### src/rtl/adc_sample_averager_pkg.sv
// Shared defaults and helpers for the ADC block averager: word width, channel count,
// maximum block length and a width helper that never returns zero.
package adc_sample_averager_pkg;

    localparam int W_ADC       = 18;
    localparam int N_ADC_CHAN  = 8;
    localparam int MAX_AVG_LOG = 7;

    // Index width that stays at least 1 bit, so single-entry ranges remain legal.
    function automatic int idx_width(input int n);
        return (n > 1) ? $clog2(n) : 1;
    endfunction

endpackage

### src/rtl/adc_sample_averager_chan_accum.sv
// One channel of the block averager: accumulates captured words, produces the floored
// block mean, and tracks the pending-result and sticky overrun flags.
module adc_sample_averager_chan_accum #(
    parameter int W_IN        = 18,
    parameter int MAX_AVG_LOG = 7,
    parameter int AVG_LOG_W   = 3
) (
    input  logic                 clk,
    input  logic                 srst,
    input  logic                 clear,
    input  logic                 strobe,
    input  logic [W_IN-1:0]      word,
    input  logic [AVG_LOG_W-1:0] avg_log,
    input  logic                 issue_ack,
    output logic [W_IN-1:0]      res,
    output logic                 pend,
    output logic                 overrun
);

    localparam int W_ACC = W_IN + MAX_AVG_LOG;
    localparam int CNT_W = (MAX_AVG_LOG > 0) ? MAX_AVG_LOG : 1;

    logic signed [W_ACC-1:0] acc_reg;
    logic signed [W_ACC-1:0] word_ext;
    logic signed [W_ACC-1:0] sum_next;
    logic [W_IN-1:0]         avg_trunc;
    logic [CNT_W-1:0]        cnt_reg;
    logic [CNT_W-1:0]        cnt_limit;
    logic                    block_done;
    logic [W_IN-1:0]         res_reg;
    logic                    pend_reg;
    logic                    overrun_reg;

    always_comb begin
        word_ext   = W_ACC'($signed(word));
        sum_next   = acc_reg + word_ext;
        // Arithmetic shift floors toward -inf; the mean always fits back into W_IN bits.
        avg_trunc  = W_IN'(sum_next >>> avg_log);
        cnt_limit  = ~({CNT_W{1'b1}} << avg_log);
        block_done = strobe && (cnt_reg == cnt_limit);
    end

    always_ff @(posedge clk) begin
        if (srst) begin
            acc_reg     <= '0;
            cnt_reg     <= '0;
            res_reg     <= '0;
            pend_reg    <= 1'b0;
            overrun_reg <= 1'b0;
        end else if (clear) begin
            acc_reg  <= '0;
            cnt_reg  <= '0;
            pend_reg <= 1'b0;
        end else if (block_done) begin
            // A fresh result beats a same-cycle issue: it stays pending.
            res_reg  <= avg_trunc;
            acc_reg  <= '0;
            cnt_reg  <= '0;
            pend_reg <= 1'b1;
            if (pend_reg && !issue_ack) begin
                overrun_reg <= 1'b1;
            end
        end else begin
            if (strobe) begin
                acc_reg <= sum_next;
                cnt_reg <= cnt_reg + CNT_W'(1);
            end
            if (issue_ack) begin
                pend_reg <= 1'b0;
            end
        end
    end

    assign res     = res_reg;
    assign pend    = pend_reg;
    assign overrun = overrun_reg;

endmodule

### src/rtl/adc_sample_averager.sv
// Block-averages per-channel ADC words from two serial ports and issues the results one
// at a time, lowest channel first, on a valid/ready port tagged with the channel index.
module adc_sample_averager
    import adc_sample_averager_pkg::*;
#(
    parameter int W_IN        = W_ADC,
    parameter int N_CHAN      = N_ADC_CHAN,
    parameter int MAX_AVG_LOG = adc_sample_averager_pkg::MAX_AVG_LOG,
    parameter int CHAN_W      = idx_width(N_CHAN)
) (
    input  logic              clk_in,
    input  logic              reset_in,
    input  logic [N_CHAN-1:0] data_valid_in,
    input  logic [W_IN-1:0]   data_a_in,
    input  logic [W_IN-1:0]   data_b_in,
    input  logic [2:0]        avg_log_in,
    input  logic [N_CHAN-1:0] chan_en_in,
    input  logic              ready_in,
    output logic [W_IN-1:0]   data_out,
    output logic [CHAN_W-1:0] chan_out,
    output logic              valid_out,
    output logic [N_CHAN-1:0] overrun_out
);

    localparam int AVG_LOG_W = idx_width(MAX_AVG_LOG + 1);

    logic [AVG_LOG_W-1:0] avg_log_clamped;
    logic [AVG_LOG_W-1:0] avg_log_reg;
    logic                 avg_change;

    logic [N_CHAN-1:0]    pend;
    logic [N_CHAN-1:0]    issue_ack;
    logic [N_CHAN-1:0]    overrun;
    logic [W_IN-1:0]      res_arr [N_CHAN];

    logic [CHAN_W-1:0]    sel_idx;
    logic                 any_pend;
    logic                 load;

    logic [W_IN-1:0]      data_reg;
    logic [CHAN_W-1:0]    chan_reg;
    logic                 valid_reg;

    always_comb begin
        if (32'(avg_log_in) > MAX_AVG_LOG) begin
            avg_log_clamped = AVG_LOG_W'(MAX_AVG_LOG);
        end else begin
            avg_log_clamped = AVG_LOG_W'(avg_log_in);
        end
        avg_change = (avg_log_clamped != avg_log_reg);
    end

    // The registered copy drives the channels, so a change cycle's samples see a clear.
    always_ff @(posedge clk_in) begin
        if (reset_in) begin
            avg_log_reg <= '0;
        end else begin
            avg_log_reg <= avg_log_clamped;
        end
    end

    generate
        for (genvar gi = 0; gi < N_CHAN; gi++) begin : g_chan
            logic [W_IN-1:0] word;
            assign word = (gi < N_CHAN / 2) ? data_a_in : data_b_in;
            assign issue_ack[gi] = load && (sel_idx == CHAN_W'(gi));

            adc_sample_averager_chan_accum #(
                .W_IN        (W_IN),
                .MAX_AVG_LOG (MAX_AVG_LOG),
                .AVG_LOG_W   (AVG_LOG_W)
            ) u_accum (
                .clk       (clk_in),
                .srst      (reset_in),
                .clear     (avg_change || !chan_en_in[gi]),
                .strobe    (data_valid_in[gi] && chan_en_in[gi]),
                .word      (word),
                .avg_log   (avg_log_reg),
                .issue_ack (issue_ack[gi]),
                .res       (res_arr[gi]),
                .pend      (pend[gi]),
                .overrun   (overrun[gi])
            );
        end
    endgenerate

    // Scanning downward leaves the lowest pending index selected.
    always_comb begin
        sel_idx = '0;
        for (int i = N_CHAN - 1; i >= 0; i--) begin
            if (pend[i]) begin
                sel_idx = CHAN_W'(i);
            end
        end
        any_pend = |pend;
        load     = any_pend && (!valid_reg || ready_in);
    end

    always_ff @(posedge clk_in) begin
        if (reset_in) begin
            data_reg  <= '0;
            chan_reg  <= '0;
            valid_reg <= 1'b0;
        end else if (load) begin
            data_reg  <= res_arr[sel_idx];
            chan_reg  <= sel_idx;
            valid_reg <= 1'b1;
        end else if (ready_in) begin
            valid_reg <= 1'b0;
        end
    end

    assign data_out    = data_reg;
    assign chan_out    = chan_reg;
    assign valid_out   = valid_reg;
    assign overrun_out = overrun;

endmodule

### config.mk
export PLATFORM = sky130hd
export DESIGN_NAME = adc_sample_averager
export DESIGN_NICKNAME = d
export VERILOG_FILES = /design/src/rtl/adc_sample_averager_pkg.sv /design/src/rtl/adc_sample_averager_chan_accum.sv /design/src/rtl/adc_sample_averager.sv
export SDC_FILE = /design/constraint.sdc
export NUM_CORES = 2
export LEC_CHECK = 0
export ABC_AREA = 1
export CAP_MARGIN = 20
export CORE_ASPECT_RATIO = 1.5
export CORE_MARGIN = 4
export CORE_UTILIZATION = 35
export CTS_BUF_LIST = sky130_fd_sc_hd__clkbuf_4 sky130_fd_sc_hd__clkbuf_8
export DETAILED_ROUTE_END_ITERATION = 12
export MAX_ROUTING_LAYER = met4
export SYNTH_ARGS = -nofsm -noshare
export SYNTH_HDL_FRONTEND = slang
export SYNTH_SLANG_ARGS = --single-unit
### constraint.sdc
create_clock -name clk_in -period 3.4 [get_ports clk_in]
set_input_delay 1.02 -clock clk_in [delete_from_list [all_inputs] [get_ports clk_in]]
set_output_delay 1.02 -clock clk_in [all_outputs]
set_load 0.05 [all_outputs]
==> run summary <==
### Status
• **result of the run** complete, no violations

### Worst setup path
• **kind of launch point of the worst setup path** register
• **Data required, critical path** 2.38 ns
• **number of buffers and inverters on the critical path** 1
• **FF-to-FF Start** avg_log_reg[1]
• **Worst setup EP type** primary output
• **CP cell instances** clkdlybuf4s50_1
• **arrival time at the worst endpoint** 2.17 ns
• **Critical Setup Path Class** reg2out
• **dominant delay contributor by cell family on the critical path** buffers and inverters
• **CP peak stage delay** 0.88 ns
• **maximum net fanout on the critical path** 2
• **slowest stage cell on the critical path** sky130_fd_sc_hd__clkdlybuf4s50_1
• **worst setup path startpoint** g_chan[2].u_accum.overrun

### Detailed routing
• **vias post-DR** 42.6k
• **post-DR vias/cell** 5.27
• **Total Routed Length** 155000 um
• **drt first-iter violations** 2896
• **wire length per cell** 19.1 um
• **Antenna Violating Nets Remaining** 0
• **drc violations** 0
• **drt first pass iters** 8

### Timing
• **minimum clock period after layout** 3.19 ns
• **Final Hold Viols** 0
• **clock tree skew after final layout** 0.0378 ns
• **Final Max Tran Viols** 0
• **Setup-failing EPs final** 0
• **Worst Setup Slack, final** 0.210 ns
• **portion of the clock cycle consumed by the worst path in the final layout** 93.8%
• **RSZ-0062 raised after global routing** false
• **worst slew margin relative to its limit** 44.0%
• **actual slew at the worst max-slew pin** 0.839 ns
• **maximum clock frequency** 0.314 GHz

### Power and ir drop
• **maximum vdd ir drop** 0.244 mV
• **pwr dens** 310 nW/um^2
• **Leakage** 0.0221 uW

### Placement
• **placed wire-length estimate** 121000 um
• **Inst Count DP** 7947
• **pre-CTS setup slack** -0.417 ns
• **port buffer count** 87
• **placer congestion estimate** 1.01

### Hold path
• **class of the most critical hold timing path** reg2reg
• **worst hold path startpoint** g_chan[4].u_accum.acc_reg[4]

### Global route
• **first-pass GRT wire length** 234000 um
• **GR Util met2** 50.3%
• **most heavily used metal layer in global routing** met2
• **global routing met1 resource utilization** 28.9%
• **number of global-route vias before repair** 41.6k
• **all-layer global routing usage** 28.3%
• **overflow left after global routing** 0
• **pin count of the biggest net entering global routing** 69
• **met3 layer usage reported by global route** 3.12%
• **number of antenna violations at the first check in global routing** 3

### Synthesis
• **Async SR Flop Fraction** 0%
• **average cell area after synthesis** 5.88 um^2
• **number of synthesized flops with an enable pin** 0
• **Synthesis Warnings** 0
• **register bit total from synthesis** 441
• **post-synth net total** 6423
• **Cell variety after synth** 52
• **cell area after synthesis** 36200 um^2
• **Mapped Cells** 6157
• **Post-synth top flop** sky130_fd_sc_hd__dfxtp_1
• **part of the Yosys area used for sequential elements** 24.4%

### CTS
• **Clock Pin Slew Worst Setup and Hold Paths** 0.06 ns
• **CTS Hold Buffers Added** 0
• **cts bufs inserted** 83
• **clock tree from TritonCTS** built
• **setup fix buffers added after clock tree synthesis** 0
• **number of sinks driven by the clock tree** 441
• **maximum number of buffers from clock root to sink** 3
• **# H-tree levels** 3
• **source-to-sink clock delay at the later pin of the worst-skew pair** 0.75 ns
• **root buffer cell** sky130_fd_sc_hd__clkbuf_8
• **post_cts resized** 0

### Layout
• **share of post-route cells with drive strength above 1** 12.4%
• **Largest register FFs** 200
• **layout net count** 6984
• **final std cells w/o fill** 8094
• **synthesis-to-layout area growth** 23.8%

### Floorplanning
• **Total Die Area** 109000 um^2
• **std cell rows** 144
• **vertical die dimension** 402 um
• **die width** 271 um
• **initial cell density of the core** 35.3%
• **io pins** 88
• **core area** 103000 um^2

### Flow run
• **number of maximum-capacitance violations** 0

## path summary, 6_finish.rpt
check | endpoint | slack, ns | cells after the start
min | g_chan[4].u_accum.acc_reg[4] | 0.47 | 2
max reg2reg | g_chan[3].u_accum.res[1] | 0.39 | 11
max | overrun_out[2] | 0.21 | 1
min reg2reg | g_chan[4].u_accum.acc_reg[4] | 0.47 | 2
## power by group
group / internal [uW] / switching (uW) / total (uW)
Clock: 3390 / 2640 / 6030
Sequential: 5190 / 24.5 / 5210
Combinational: 986 / 1670 / 2660
Total: 9560 / 4330 / 13900
## cells in the final DEF (no fill, tap or decap), types with 6 or more instances in the layout
cell,count
sky130_fd_sc_hd__fa_1,8
sky130_fd_sc_hd__nand3b_1,8
sky130_fd_sc_hd__and2_1,6
sky130_fd_sc_hd__inv_2,18
sky130_fd_sc_hd__o21ai_1,6
sky130_fd_sc_hd__clkinv_2,9
sky130_fd_sc_hd__clkinv_1,7
sky130_fd_sc_hd__o21ai_0,263
sky130_fd_sc_hd__o211ai_1,74
sky130_fd_sc_hd__a21boi_0,8
sky130_fd_sc_hd__a21oi_1,421
sky130_fd_sc_hd__bufinv_16,6
sky130_fd_sc_hd__inv_1,734
sky130_fd_sc_hd__nor2_4,7
sky130_fd_sc_hd__clkbuf_4,24
sky130_fd_sc_hd__nor2_1,392
sky130_fd_sc_hd__xnor2_1,42
sky130_fd_sc_hd__a22oi_1,8
sky130_fd_sc_hd__buf_4,569
sky130_fd_sc_hd__nand2_1,1918
sky130_fd_sc_hd__buf_12,50
sky130_fd_sc_hd__dfxtp_1,438
sky130_fd_sc_hd__o2111ai_1,6
sky130_fd_sc_hd__ha_1,200
sky130_fd_sc_hd__clkdlybuf4s50_1,84
sky130_fd_sc_hd__o22ai_1,15
sky130_fd_sc_hd__o21bai_1,11
sky130_fd_sc_hd__a31oi_1,65
sky130_fd_sc_hd__or2_2,16
sky130_fd_sc_hd__clkbuf_8,101
sky130_fd_sc_hd__nor3b_1,12
sky130_fd_sc_hd__o21a_1,6
sky130_fd_sc_hd__nand4_1,61
sky130_fd_sc_hd__mux2i_1,6
sky130_fd_sc_hd__nor3_1,86
sky130_fd_sc_hd__nand2_2,9
sky130_fd_sc_hd__nor2_2,11
sky130_fd_sc_hd__xor2_1,66
sky130_fd_sc_hd__nand3_1,969
## metrics by stage
stage	total power, uW	utilization (%)	cell area [um^2]	hold slack (ns)	setup TNS (ns)
after global placement	7940	41.9	43000	0.452	-38.71
after floorplan	6740	-	36200	0.438	0
after detailed placement	7950	41.9	43000	0.457	-43.57
after global routing	14500	43.7	44800	0.483	0
final	13900	43.7	44800	0.466	0
after CTS	14000	43.7	44800	0.466	0
## synth_stat cells (8+ instances only)
cell / n / area [um^2]
sky130_fd_sc_hd__a21boi_0: 8 / 60.1
sky130_fd_sc_hd__a21oi_1: 421 / 2110
sky130_fd_sc_hd__a22oi_1: 8 / 60.1
sky130_fd_sc_hd__a31oi_1: 65 / 407
sky130_fd_sc_hd__buf_1: 26 / 97.6
sky130_fd_sc_hd__buf_2: 27 / 135
sky130_fd_sc_hd__buf_4: 13 / 97.6
sky130_fd_sc_hd__clkbuf_1: 156 / 586
sky130_fd_sc_hd__clkinv_1: 9 / 33.8
sky130_fd_sc_hd__dfxtp_1: 441 / 8830
sky130_fd_sc_hd__fa_1: 8 / 160
sky130_fd_sc_hd__ha_1: 200 / 2500
sky130_fd_sc_hd__inv_1: 734 / 2760
sky130_fd_sc_hd__inv_2: 18 / 67.6
sky130_fd_sc_hd__nand2_1: 1918 / 7200
sky130_fd_sc_hd__nand2_2: 9 / 56.3
sky130_fd_sc_hd__nand3_1: 969 / 4850
sky130_fd_sc_hd__nand3b_1: 8 / 60.1
sky130_fd_sc_hd__nand4_1: 61 / 382
sky130_fd_sc_hd__nor2_1: 395 / 1480
sky130_fd_sc_hd__nor2_2: 8 / 50.1
sky130_fd_sc_hd__nor3_1: 86 / 430
sky130_fd_sc_hd__nor3b_1: 12 / 90.1
sky130_fd_sc_hd__o211ai_1: 74 / 556
sky130_fd_sc_hd__o21ai_0: 263 / 1320
sky130_fd_sc_hd__o21bai_1: 11 / 82.6
sky130_fd_sc_hd__o22ai_1: 15 / 93.8
sky130_fd_sc_hd__or2_2: 16 / 100
sky130_fd_sc_hd__xnor2_1: 42 / 368
sky130_fd_sc_hd__xor2_1: 66 / 578
## cell type report
| type | instances | area (um^2) |
|---|---|---|
| Timing Repair Buffer | 705 | 6120 |
| Clock inverter | 18 | 248 |
| Inverter | 762 | 2870 |
| Tap cell | 1314 | 1640 |
| Multi-Input combinational cell | 4725 | 23500 |
| Antenna cell | 4 | 10.0 |
| Clock buffer | 125 | 1570 |
| Sequential cell | 441 | 8840 |
| Fill cell | 11100 | 57900 |
## per-layer routing
layer / part of all wire [%] / up-vias
li1: - / 21400
met1: 37 / 19500
met2: 50 / 1235
met3: 4.6 / 497
met4: 8.7 / 0
met5: 0 / -
## worst register-to-register path: stages, from the launching register on
cell and delay, ns:
sky130_fd_sc_hd__dfxtp_4 0.43, sky130_fd_sc_hd__nand2_4 0.30, sky130_fd_sc_hd__buf_4 0.30, sky130_fd_sc_hd__nand2_1 0.29
sky130_fd_sc_hd__inv_1 0.22, sky130_fd_sc_hd__o21ai_0 0.12, sky130_fd_sc_hd__nor2_1 0.09, sky130_fd_sc_hd__nand3_1 0.15
sky130_fd_sc_hd__nor2_1 0.36, sky130_fd_sc_hd__clkinv_1 0.36, sky130_fd_sc_hd__a21oi_1 0.21, sky130_fd_sc_hd__a21oi_1 0.08
## cells by family after synthesis
kind of cell | Yosys count | synth area share, %
AND/OR/NAND/NOR | 3506 | 41.2
flip-flops | 441 | 24.4
adder cells (fa/ha/maj) | 208 | 7.35
multiplexers | 6 | 0.166
buffers and inverters | 991 | 10.7
XOR/XNOR | 108 | 2.61
AO/OA/AOI/OAI | 897 | 13.7
No activity file was read; power rests on OpenSTA's default activity.
